`src/rtl/sisc_fetch_queue_if.sv`:
```
// rtl/sisc_fetch_queue_if.sv - fetch front-end bus: imem port, decode head, redirect, occupancy
interface sisc_fetch_queue_if #(
  parameter int ADDR_W  = 16,
  parameter int INSTR_W = 32,
  parameter int DEPTH   = 4
);
  localparam int CNT_W = $clog2(DEPTH) + 1;

  logic               imem_req;
  logic [ADDR_W-1:0]  imem_addr;
  logic               imem_rvalid;
  logic [INSTR_W-1:0] imem_rdata;
  logic               ir_valid;
  logic [INSTR_W-1:0] ir_instr;
  logic [ADDR_W-1:0]  ir_pc;
  logic               ir_ready;
  logic               br_taken;
  logic [ADDR_W-1:0]  br_target;
  logic [CNT_W-1:0]   q_count;

  modport master (
    output imem_req, imem_addr, ir_valid, ir_instr, ir_pc, q_count,
    input  imem_rvalid, imem_rdata, ir_ready, br_taken, br_target
  );

  modport slave (
    input  imem_req, imem_addr, ir_valid, ir_instr, ir_pc, q_count,
    output imem_rvalid, imem_rdata, ir_ready, br_taken, br_target
  );
endinterface

```
`src/rtl/sisc_fetch_queue.sv`:
```
// rtl/sisc_fetch_queue.sv - instruction fetch PC, single-outstanding imem port and prefetch queue
module sisc_fetch_queue #(
  parameter int ADDR_W   = 16,
  parameter int INSTR_W  = 32,
  parameter int DEPTH    = 4,
  parameter int RESET_PC = 0,
  parameter int PC_INC   = 1
) (
  input logic                  clk,
  input logic                  rst_f,
  sisc_fetch_queue_if.master   bus
);
  localparam int PTR_W = $clog2(DEPTH);
  localparam int CNT_W = PTR_W + 1;
  localparam logic [CNT_W-1:0]  DEPTH_C = CNT_W'(DEPTH);
  localparam logic [ADDR_W-1:0] RST_PC  = ADDR_W'(RESET_PC);
  localparam logic [ADDR_W-1:0] INC     = ADDR_W'(PC_INC);

  logic [ADDR_W-1:0]  fetch_pc_q, fetch_pc_d;
  logic [ADDR_W-1:0]  req_pc_q, req_pc_d;
  logic               outst_q, outst_d;
  logic               discard_q, discard_d;
  logic [PTR_W-1:0]   wr_ptr_q, wr_ptr_d;
  logic [PTR_W-1:0]   rd_ptr_q, rd_ptr_d;
  logic [CNT_W-1:0]   count_q, count_d;
  logic [ADDR_W-1:0]  pc_mem_q    [DEPTH];
  logic [INSTR_W-1:0] instr_mem_q [DEPTH];

  logic issue, rsp, push, pop;

  // Issue only with nothing in flight; the single reserved slot keeps pushes from overflowing.
  assign issue = rst_f & ~outst_q & ~bus.br_taken & (count_q < DEPTH_C);
  assign rsp   = bus.imem_rvalid & outst_q;
  assign push  = rsp & ~discard_q & ~bus.br_taken;
  assign pop   = (count_q != '0) & bus.ir_ready & ~bus.br_taken;

  assign bus.imem_req  = issue;
  assign bus.imem_addr = fetch_pc_q;
  assign bus.ir_valid  = (count_q != '0);
  assign bus.ir_instr  = instr_mem_q[rd_ptr_q];
  assign bus.ir_pc     = pc_mem_q[rd_ptr_q];
  assign bus.q_count   = count_q;

  // Next-state: response retire, issue, then redirect overrides queue and PC.
  always_comb begin
    fetch_pc_d = fetch_pc_q;
    req_pc_d   = req_pc_q;
    outst_d    = outst_q;
    discard_d  = discard_q;
    wr_ptr_d   = wr_ptr_q;
    rd_ptr_d   = rd_ptr_q;
    count_d    = count_q;

    if (rsp) begin
      outst_d   = 1'b0;
      discard_d = 1'b0;
    end
    if (issue) begin
      outst_d    = 1'b1;
      req_pc_d   = fetch_pc_q;
      fetch_pc_d = fetch_pc_q + INC;
    end

    if (bus.br_taken) begin
      fetch_pc_d = bus.br_target;
      wr_ptr_d   = '0;
      rd_ptr_d   = '0;
      count_d    = '0;
      // A response still in flight belongs to the old path and must be dropped on arrival.
      if (outst_q && !bus.imem_rvalid) discard_d = 1'b1;
    end else begin
      if (push) wr_ptr_d = wr_ptr_q + PTR_W'(1);
      if (pop)  rd_ptr_d = rd_ptr_q + PTR_W'(1);
      case ({push, pop})
        2'b10:   count_d = count_q + CNT_W'(1);
        2'b01:   count_d = count_q - CNT_W'(1);
        default: count_d = count_q;
      endcase
    end
  end

  // Control state registers.
  always_ff @(posedge clk or negedge rst_f) begin
    if (!rst_f) begin
      fetch_pc_q <= RST_PC;
      req_pc_q   <= '0;
      outst_q    <= 1'b0;
      discard_q  <= 1'b0;
      wr_ptr_q   <= '0;
      rd_ptr_q   <= '0;
      count_q    <= '0;
    end else begin
      fetch_pc_q <= fetch_pc_d;
      req_pc_q   <= req_pc_d;
      outst_q    <= outst_d;
      discard_q  <= discard_d;
      wr_ptr_q   <= wr_ptr_d;
      rd_ptr_q   <= rd_ptr_d;
      count_q    <= count_d;
    end
  end

  // Queue storage; cleared on reset so the head outputs read zero.
  always_ff @(posedge clk or negedge rst_f) begin
    if (!rst_f) begin
      for (int i = 0; i < DEPTH; i++) begin
        pc_mem_q[i]    <= '0;
        instr_mem_q[i] <= '0;
      end
    end else if (push) begin
      pc_mem_q[wr_ptr_q]    <= req_pc_q;
      instr_mem_q[wr_ptr_q] <= bus.imem_rdata;
    end
  end
endmodule

```
`src/flat_wrapper.sv`:
```
// flat-port wrapper written by rule: the top's interface ports become plain ports
module sisc_fetch_queue_flat 
#(
  parameter int ADDR_W   = 16,
  parameter int INSTR_W  = 32,
  parameter int DEPTH    = 4,
  parameter int RESET_PC = 0,
  parameter int PC_INC   = 1
)
  (clk, rst_f, bus_imem_req, bus_imem_addr, bus_ir_valid, bus_ir_instr, bus_ir_pc, bus_q_count, bus_imem_rvalid, bus_imem_rdata, bus_ir_ready, bus_br_taken, bus_br_target);
  sisc_fetch_queue_if #(.ADDR_W(ADDR_W), .INSTR_W(INSTR_W), .DEPTH(DEPTH)) bus_i ();
  input logic clk;
  input logic rst_f;
  output wire logic [$bits(bus_i.imem_req)-1:0] bus_imem_req;
  output wire logic [$bits(bus_i.imem_addr)-1:0] bus_imem_addr;
  output wire logic [$bits(bus_i.ir_valid)-1:0] bus_ir_valid;
  output wire logic [$bits(bus_i.ir_instr)-1:0] bus_ir_instr;
  output wire logic [$bits(bus_i.ir_pc)-1:0] bus_ir_pc;
  output wire logic [$bits(bus_i.q_count)-1:0] bus_q_count;
  input wire logic [$bits(bus_i.imem_rvalid)-1:0] bus_imem_rvalid;
  input wire logic [$bits(bus_i.imem_rdata)-1:0] bus_imem_rdata;
  input wire logic [$bits(bus_i.ir_ready)-1:0] bus_ir_ready;
  input wire logic [$bits(bus_i.br_taken)-1:0] bus_br_taken;
  input wire logic [$bits(bus_i.br_target)-1:0] bus_br_target;
  assign bus_imem_req = bus_i.imem_req;
  assign bus_imem_addr = bus_i.imem_addr;
  assign bus_ir_valid = bus_i.ir_valid;
  assign bus_ir_instr = bus_i.ir_instr;
  assign bus_ir_pc = bus_i.ir_pc;
  assign bus_q_count = bus_i.q_count;
  assign bus_i.imem_rvalid = bus_imem_rvalid;
  assign bus_i.imem_rdata = bus_imem_rdata;
  assign bus_i.ir_ready = bus_ir_ready;
  assign bus_i.br_taken = bus_br_taken;
  assign bus_i.br_target = bus_br_target;
  sisc_fetch_queue #(.ADDR_W(ADDR_W), .INSTR_W(INSTR_W), .DEPTH(DEPTH), .RESET_PC(RESET_PC), .PC_INC(PC_INC)) u_core (.clk(clk), .rst_f(rst_f), .bus(bus_i));
endmodule
```
`config.mk`:
```
export PLATFORM = sky130hd
export DESIGN_NAME = sisc_fetch_queue_flat
export DESIGN_NICKNAME = d
export VERILOG_FILES = /design/src/rtl/sisc_fetch_queue_if.sv /design/src/rtl/sisc_fetch_queue.sv /design/src/flat_wrapper.sv
export SDC_FILE = /design/constraint.sdc
export NUM_CORES = 1
export LEC_CHECK = 0
export CAP_MARGIN = 5
export CORE_AREA = 2 2 146 148
export DETAILED_ROUTE_END_ITERATION = 10
export DIE_AREA = 0 0 148 150
export MAX_ROUTING_LAYER = met4
export PLACE_DENSITY_LB_ADDON = 0.25
export SYNTH_ARGS = -nofsm -noshare
export SYNTH_HDL_FRONTEND = slang
export SYNTH_SLANG_ARGS = --single-unit
```
`constraint.sdc`:
```
create_clock -name clk -period 2.3 [get_ports clk]
set_clock_uncertainty 0.1 [all_clocks]
set_input_delay 0.345 -clock clk [delete_from_list [all_inputs] [get_ports clk]]
set_output_delay 0.345 -clock clk [all_outputs]
set_load 0.02 [all_outputs]
```
---- Word-level counts from Yosys, hierarchy flattened ----
Cells that the tools add are included.
storage, ports and cells
  bits in registers ....................... 233
cells by class
  reduce and logical (&&, ||, !) cells .... 9
  order comparisons ....................... 4
  bitwise logic cells ..................... 13
  equal/unequal tests ..................... 2
  add/sub/neg operators ................... 5
  multiplexer cells ....................... 25
operator list
  cell                                                                           count
  128-bit bitwise mux                                                            1
  32-bit 2-to-1 mux                                                              3
  16-bit 2-to-1 mux                                                              5
  32-bit binary-select mux with 2-bit select                                     1
  64-bit bitwise mux                                                             1
  32-bit demux with 2-bit select                                                 1
  16-bit binary-select mux with 2-bit select                                     1
  16-bit demux with 2-bit select                                                 1
  16-bit by 1-bit adder with 16-bit output (second input constant)               1
  1-bit bitwise AND                                                              8
  2-bit 2-to-1 mux                                                               4
  2-bit nonzero test                                                             4
  3-bit greater-or-equal comparator (second input constant)                      2
  2-bit NOT with 3-bit output                                                    2
  3-bit case mux with 2 select lines                                             1
  3-bit nonzero test                                                             2
  1-bit 2-to-1 mux                                                               5
  2-bit by 1-bit adder with 2-bit output (second input constant)                 2
  3-bit by 1-bit adder with 3-bit output (second input constant)                 1
  3-bit by 1-bit less-than comparator with 1-bit output (second input constant)  1
  3-bit less-than comparator (second input constant)                             1
  3-bit 2-to-1 mux                                                               1
  1-bit NOT                                                                      3
  3-bit by 1-bit subtractor with 3-bit output (second input constant)            1
  4 further kinds                                                                5

---- Longest topological paths before layout ----
  word-level depth ........................ 6
  mapped depth ............................ 7
  depth with buffers taken out ............ 7

---- Worst setup path after synthesis ----
No wires, ideal clock.
  path kind ............................... flip-flop to flip-flop
  start ................................... register u_core.count_q[2] (netlist: u_core.bus.q_count[2])
  end ..................................... register u_core.count_q[2] (netlist: u_core.bus.q_count[2])
  setup slack ............................. 24 ps
  setup time .............................. 125 ps
  path buffers ............................ 0
  clock period less this slack ............ 2276 ps
  cell stages (with the launch flop) ...... 8
  arrival ................................. 2052 ps
  required time ........................... 2075 ps
  cells stage by stage .................... dfrtp_1 o31a_1 nand2_1 nor2_1 fa_1 nor3b_1 o21ba_2 mux2_2
on the way
  word-level cells in the longest chain between the ends .. 6
ends and longest elaborated chain
  element                                                                           RTL line                RTL
  start, declared                                                                   sisc_fetch_queue.sv:25  logic [CNT_W-1:0] count_q, count_d;
  start signal, assigned                                                            sisc_fetch_queue.sv:99  count_q <= count_d;
  3-bit nonzero test                                                                sisc_fetch_queue.sv:35  assign pop = (count_q != '0) & bus.ir_ready & ~bus.br_taken;
  1-bit bitwise AND (2 in series)                                                   sisc_fetch_queue.sv:35
  2-bit by 1-bit == test with 1-bit output / 2-bit == test (equally long branches)  sisc_fetch_queue.sv:74  case ({push, pop})
  3-bit case mux with 2 select lines                                                sisc_fetch_queue.sv:74
  3-bit 2-to-1 mux                                                                  sisc_fetch_queue.sv:64  if (bus.br_taken) begin
Parallel ways exist; a longest one is shown, timed or not.
A chain may end at the register's enable or synchronous reset.

---- Worst setup path in the final report ----
  start ................................... register u_core.rd_ptr_q[0]
  end ..................................... output bus_ir_instr[12]
on the way
  word-level cells in the longest chain between the ends .. 4
ends and longest elaborated chain
  element                                                RTL line                RTL
  start, declared                                        sisc_fetch_queue.sv:24  logic [PTR_W-1:0] rd_ptr_q, rd_ptr_d;
  start signal, assigned                                 sisc_fetch_queue.sv:98  rd_ptr_q <= rd_ptr_d;
  2-bit NOT with 3-bit output (implied by the code)      sisc_fetch_queue.sv:40  assign bus.ir_instr = instr_mem_q[rd_ptr_q];
  32-bit binary-select mux with 2-bit select             sisc_fetch_queue.sv:40
  32-bit 2-to-1 mux (implied by the code) (2 in series)  sisc_fetch_queue.sv:40
  end, declared                                          flat_wrapper.sv:17      output wire logic [$bits(bus_i.ir_instr)-1:0] bus_ir_instr;
No other way between the ends. The select of a mux whose other input is x is not followed.

==> reports/summary.md <==
Synthesis produced 680 cells. In the post-synthesis netlist, the biggest area contributors are sky130_fd_sc_hd__dfrtp_1, sky130_fd_sc_hd__mux2_2, sky130_fd_sc_hd__mux4_2. The flow ran to the end, but the final reports show violations.

The cell area that synthesis handed to floorplanning was 10200 sq um. Setup violations remaining at the end of the flow were counted as 47. The floorplan die area came out at 22200 sq um. In this run the vertical extent of the chip is 150 um.

The most common cell in the netlist was sky130_fd_sc_hd__dfrtp_1. The power spent charging and discharging nets is 4.62 mW, and the number of buffers between clock root and the deepest sink is 3. The number of placement rows is 53, and the clock sink count is 233. The kind of start point of the critical path is a flop. Overall global routing resource usage: 0.216.

Summing all non-filler instances in the final layout gives an area of 13100 sq um. For the sequential element share of the synthesized area, the log shows 0.571. The number of storage elements in the synthesis netlist was 233. Of all cell types, the one taking the most synthesized area is sky130_fd_sc_hd__dfrtp_1. The starting density of the core was 0.493; the initial antenna violation count was 0. After synthesis, the most frequently instantiated cells are sky130_fd_sc_hd__dfrtp_1, sky130_fd_sc_hd__mux2_2, sky130_fd_sc_hd__nand2_1. The logs give 1.99 ns for the critical path arrival and 739 for the net count after synthesis.

The setup path with the least slack is of type reg2out. CTS placed an instance of sky130_fd_sc_hd__clkbuf_16 at the clock tree root. In the final routed layout, each cell accounts on average for 20.3 um. The via count of the first global-routing pass came out at 6803. The number of violations reported at the end of detailed-routing iteration 0 was 307. The post-route worst setup slack came out at -0.139 ns. The tools report the peak supply drop as 708 uV.

Clock-pin slew was measured on the worst setup and hold paths at 0.06 ns. During synthesis, Yosys emitted a total of 0 warnings. For the clock network power share, the log shows 0.261. The tools report the weighted congestion at the end of routability-driven global placement as 0.861. The net switching fraction of the power works out to 0.306.

The post-synthesis async set-or-reset flop share is 1.00, and the number of synthesized flops with an enable pin is 0. At the later pin of the worst-skew pair, clock insertion delay measures 0.51 ns. The power per cell area is 1150 nW/um^2.

The number of antenna repair diodes is 0. The tools report the first-pass GRT wire length as 36.6 mm. The class of the tightest hold or removal check was in2async. Relative to the synthesized area, the layout overhead comes to 28.6%. For the pin with the worst max-slew slack, the measured transition is 0.944 ns. For this run the aggregate overflow at the end of global routing stands at 0. The share of the clock period used by the worst path was 1.06. The worst setup path is captured at a primary output. First-pass iteration count of the detailed router: 6.

Once placement finished, the instance area stood at 12000 sq um. Of all nets on the critical path, the largest fanout is 6. The worst hold margin came out at -0.0949 ns. Summed over all layers, the routed wires come to 22.9 mm. After detailed routing, the number of vias per cell comes to 5.54. Detailed placement ended at an HPWL of 14.3 mm.

Among all flip-flop cells after synthesis, the most frequent one is sky130_fd_sc_hd__dfrtp_1. The chip width is 148 um, and the tightest slew margin relative to the limit is 0.371. The minimum period implied by the final worst setup slack was 2.44 ns; the number of remaining DRC errors was 0. Derived from the worst setup path, the maximum achievable clock frequency is 410 MHz.

Across the run, the number of max-cap violations was 0. Counting distinct cell types in the post-synthesis netlist gives 37. The run gives 20700 sq um as the placeable core region. Share of the synthesized area in the top cell type: 0.571. The tools report the count of final hold-check violations as 61. The final reports fail on negative hold slack, negative setup slack.

In this run the static leakage power is 6.15 nW. The mean cell area of the mapped netlist came out at 15.0 sq um. The number of clock buffers added by TritonCTS is 25. For the internal power summed over all cells, the log shows 10.5 mW. For this run, the post-layout net count is 894. The share of post-route cells with drive strength above 1 is 0.457. The logs give 1.86 ns for the required arrival time at the worst endpoint and 0.368 for the power share of the sequential group. For the top-level port count, the log shows 122.

The tools report the overall via count from detail_route as 6244. During placement, the flow inserted port buffers numbering 121. Setup repair after global routing could not meet its margin everywhere.

The pin count of the biggest net entering global routing is 170. Final count of pins violating max slew: 0. TritonCTS built the clock tree. The number of levels the H-tree was split into was 1. The logs give 0 for the remaining antenna violation count and 0.371 for the relative contribution of combinational cells to total power.

The tools report the share of the core filled with cells as 0.634.
-- critical path, cell delays in order, from the launching register on --
cell                      delay (ns)
sky130_fd_sc_hd__dfrtp_4        0.50
sky130_fd_sc_hd__buf_6          0.16
sky130_fd_sc_hd__buf_12         0.14
sky130_fd_sc_hd__mux4_2         0.54
sky130_fd_sc_hd__buf_6          0.15
-- final timing paths --
check	end	start	slack [ns]	depth (start not counted)
min reg2reg	u_core.pc_mem_q[25]	u_core.pc_mem_q[25]	0.40	1
max	bus_ir_instr[12]	u_core.rd_ptr_q[0]	-0.14	4
min	u_core.req_pc_q[15]	rst_f	-0.09	2
max reg2reg	u_core.bus.q_count[2]	u_core.bus.q_count[2]	0.11	7
min in group clk	u_core.bus.imem_addr[2]	bus_br_target[2]	0.31	3
max in group asynchronous	u_core.rd_ptr_q[0]	rst_f	0.86	3
-- layout by cell type, fill, tap and decap left out, types with 10 or more instances in the layout --
| cell | Yosys | final |
|---|---|---|
| sky130_fd_sc_hd__o21ai_0 | 17 | 17 |
| sky130_fd_sc_hd__xnor2_1 | 11 | 11 |
| sky130_fd_sc_hd__dfrtp_1 | 233 | 230 |
| sky130_fd_sc_hd__clkbuf_16 | 0 | 26 |
| sky130_fd_sc_hd__buf_6 | 0 | 50 |
| sky130_fd_sc_hd__mux2_2 | 194 | 194 |
| sky130_fd_sc_hd__mux4_2 | 48 | 48 |
| sky130_fd_sc_hd__clkdlybuf4s50_1 | 0 | 70 |
| sky130_fd_sc_hd__buf_12 | 0 | 16 |
| sky130_fd_sc_hd__buf_4 | 0 | 23 |
| sky130_fd_sc_hd__nor2_1 | 10 | 10 |
| sky130_fd_sc_hd__nand2_1 | 66 | 62 |
-- cell type report --
type	count	area, sq um
flip-flops and latches	233	5840
well taps	275	344
repair buffers	168	1920
clock inverters	10	110
clock buffers	34	699
inverters	8	30.0
fillers	1523	7570
multi-input cells	399	4180
-- power by group through the flow --
| stage | Combinational, mW | Clock [mW] | Sequential [mW] |
|---|---|---|---|
| floorplan | 2.94 | 0 | 5.45 |
| global placement | 4.93 | 0 | 5.51 |
| detailed placement | 5.01 | 0 | 5.60 |
| CTS | 5.42 | 4.01 | 5.55 |
| global route | 5.96 | 4.19 | 5.66 |
| finish | 5.59 | 3.94 | 5.55 |
-- per-stage QoR --
step	setup TNS (ns)	power, mW	hold WS, ns	instances	worst slack, ns
final	-3.06	15.1	-0.0949	1127	-0.139
after detailed placement	-11.90	10.6	0.388	1073	-0.209
after global placement	-8.73	10.4	0.381	1073	-0.160
after floorplan	0	8.39	-0.0506	680	0.0235
after global routing	-5.28	15.8	0.0476	1127	-0.178
after CTS	-4.19	15.0	0.0100	1126	-0.166
-- repair_timing --
action	in CTS	in global routing
endpoints found under the setup margin	50	49
resized for setup	279	33
hold buffers	1	0
endpoints found under the hold margin	47	0
gates cloned	4	1
setup buffers	5	1
-- kinds of logic (layout without fill, tap and decap cells) --
kind of cell / after synthesis / in the layout / share of synthesized area
mux: 244 / 244 / 0.322
flops: 233 / 233 / 0.571
simple gates: 108 / 108 / 0.0499
buf+inv: 48 / 220 / 0.0199
compound gates: 26 / 26 / 0.0157
xor+xnor: 15 / 15 / 0.0129
fa+ha+maj: 6 / 6 / 0.00809
-- routing by layer --
layer,GRT usage,part of all wire,routed length [um],vias to the layer above
met5,-,0,0,-
met4,0.0490,0.017,379,0
met3,0.0305,0.040,926,37
met2,0.360,0.51,11700,159
met1,0.285,0.43,9930,3260
li1,-,-,-,2788
-- registers in the layout (all words and copies together) (netlist names), named ones only --
register              cells
u_core.bus.q_count        3
u_core.outst_q            1
u_core.instr_mem_q      128
u_core.pc_mem_q          64
u_core.bus.imem_addr     16
u_core.rd_ptr_q           2
u_core.wr_ptr_q           2
u_core.req_pc_q          16
(Power assumes the default switching activity.)
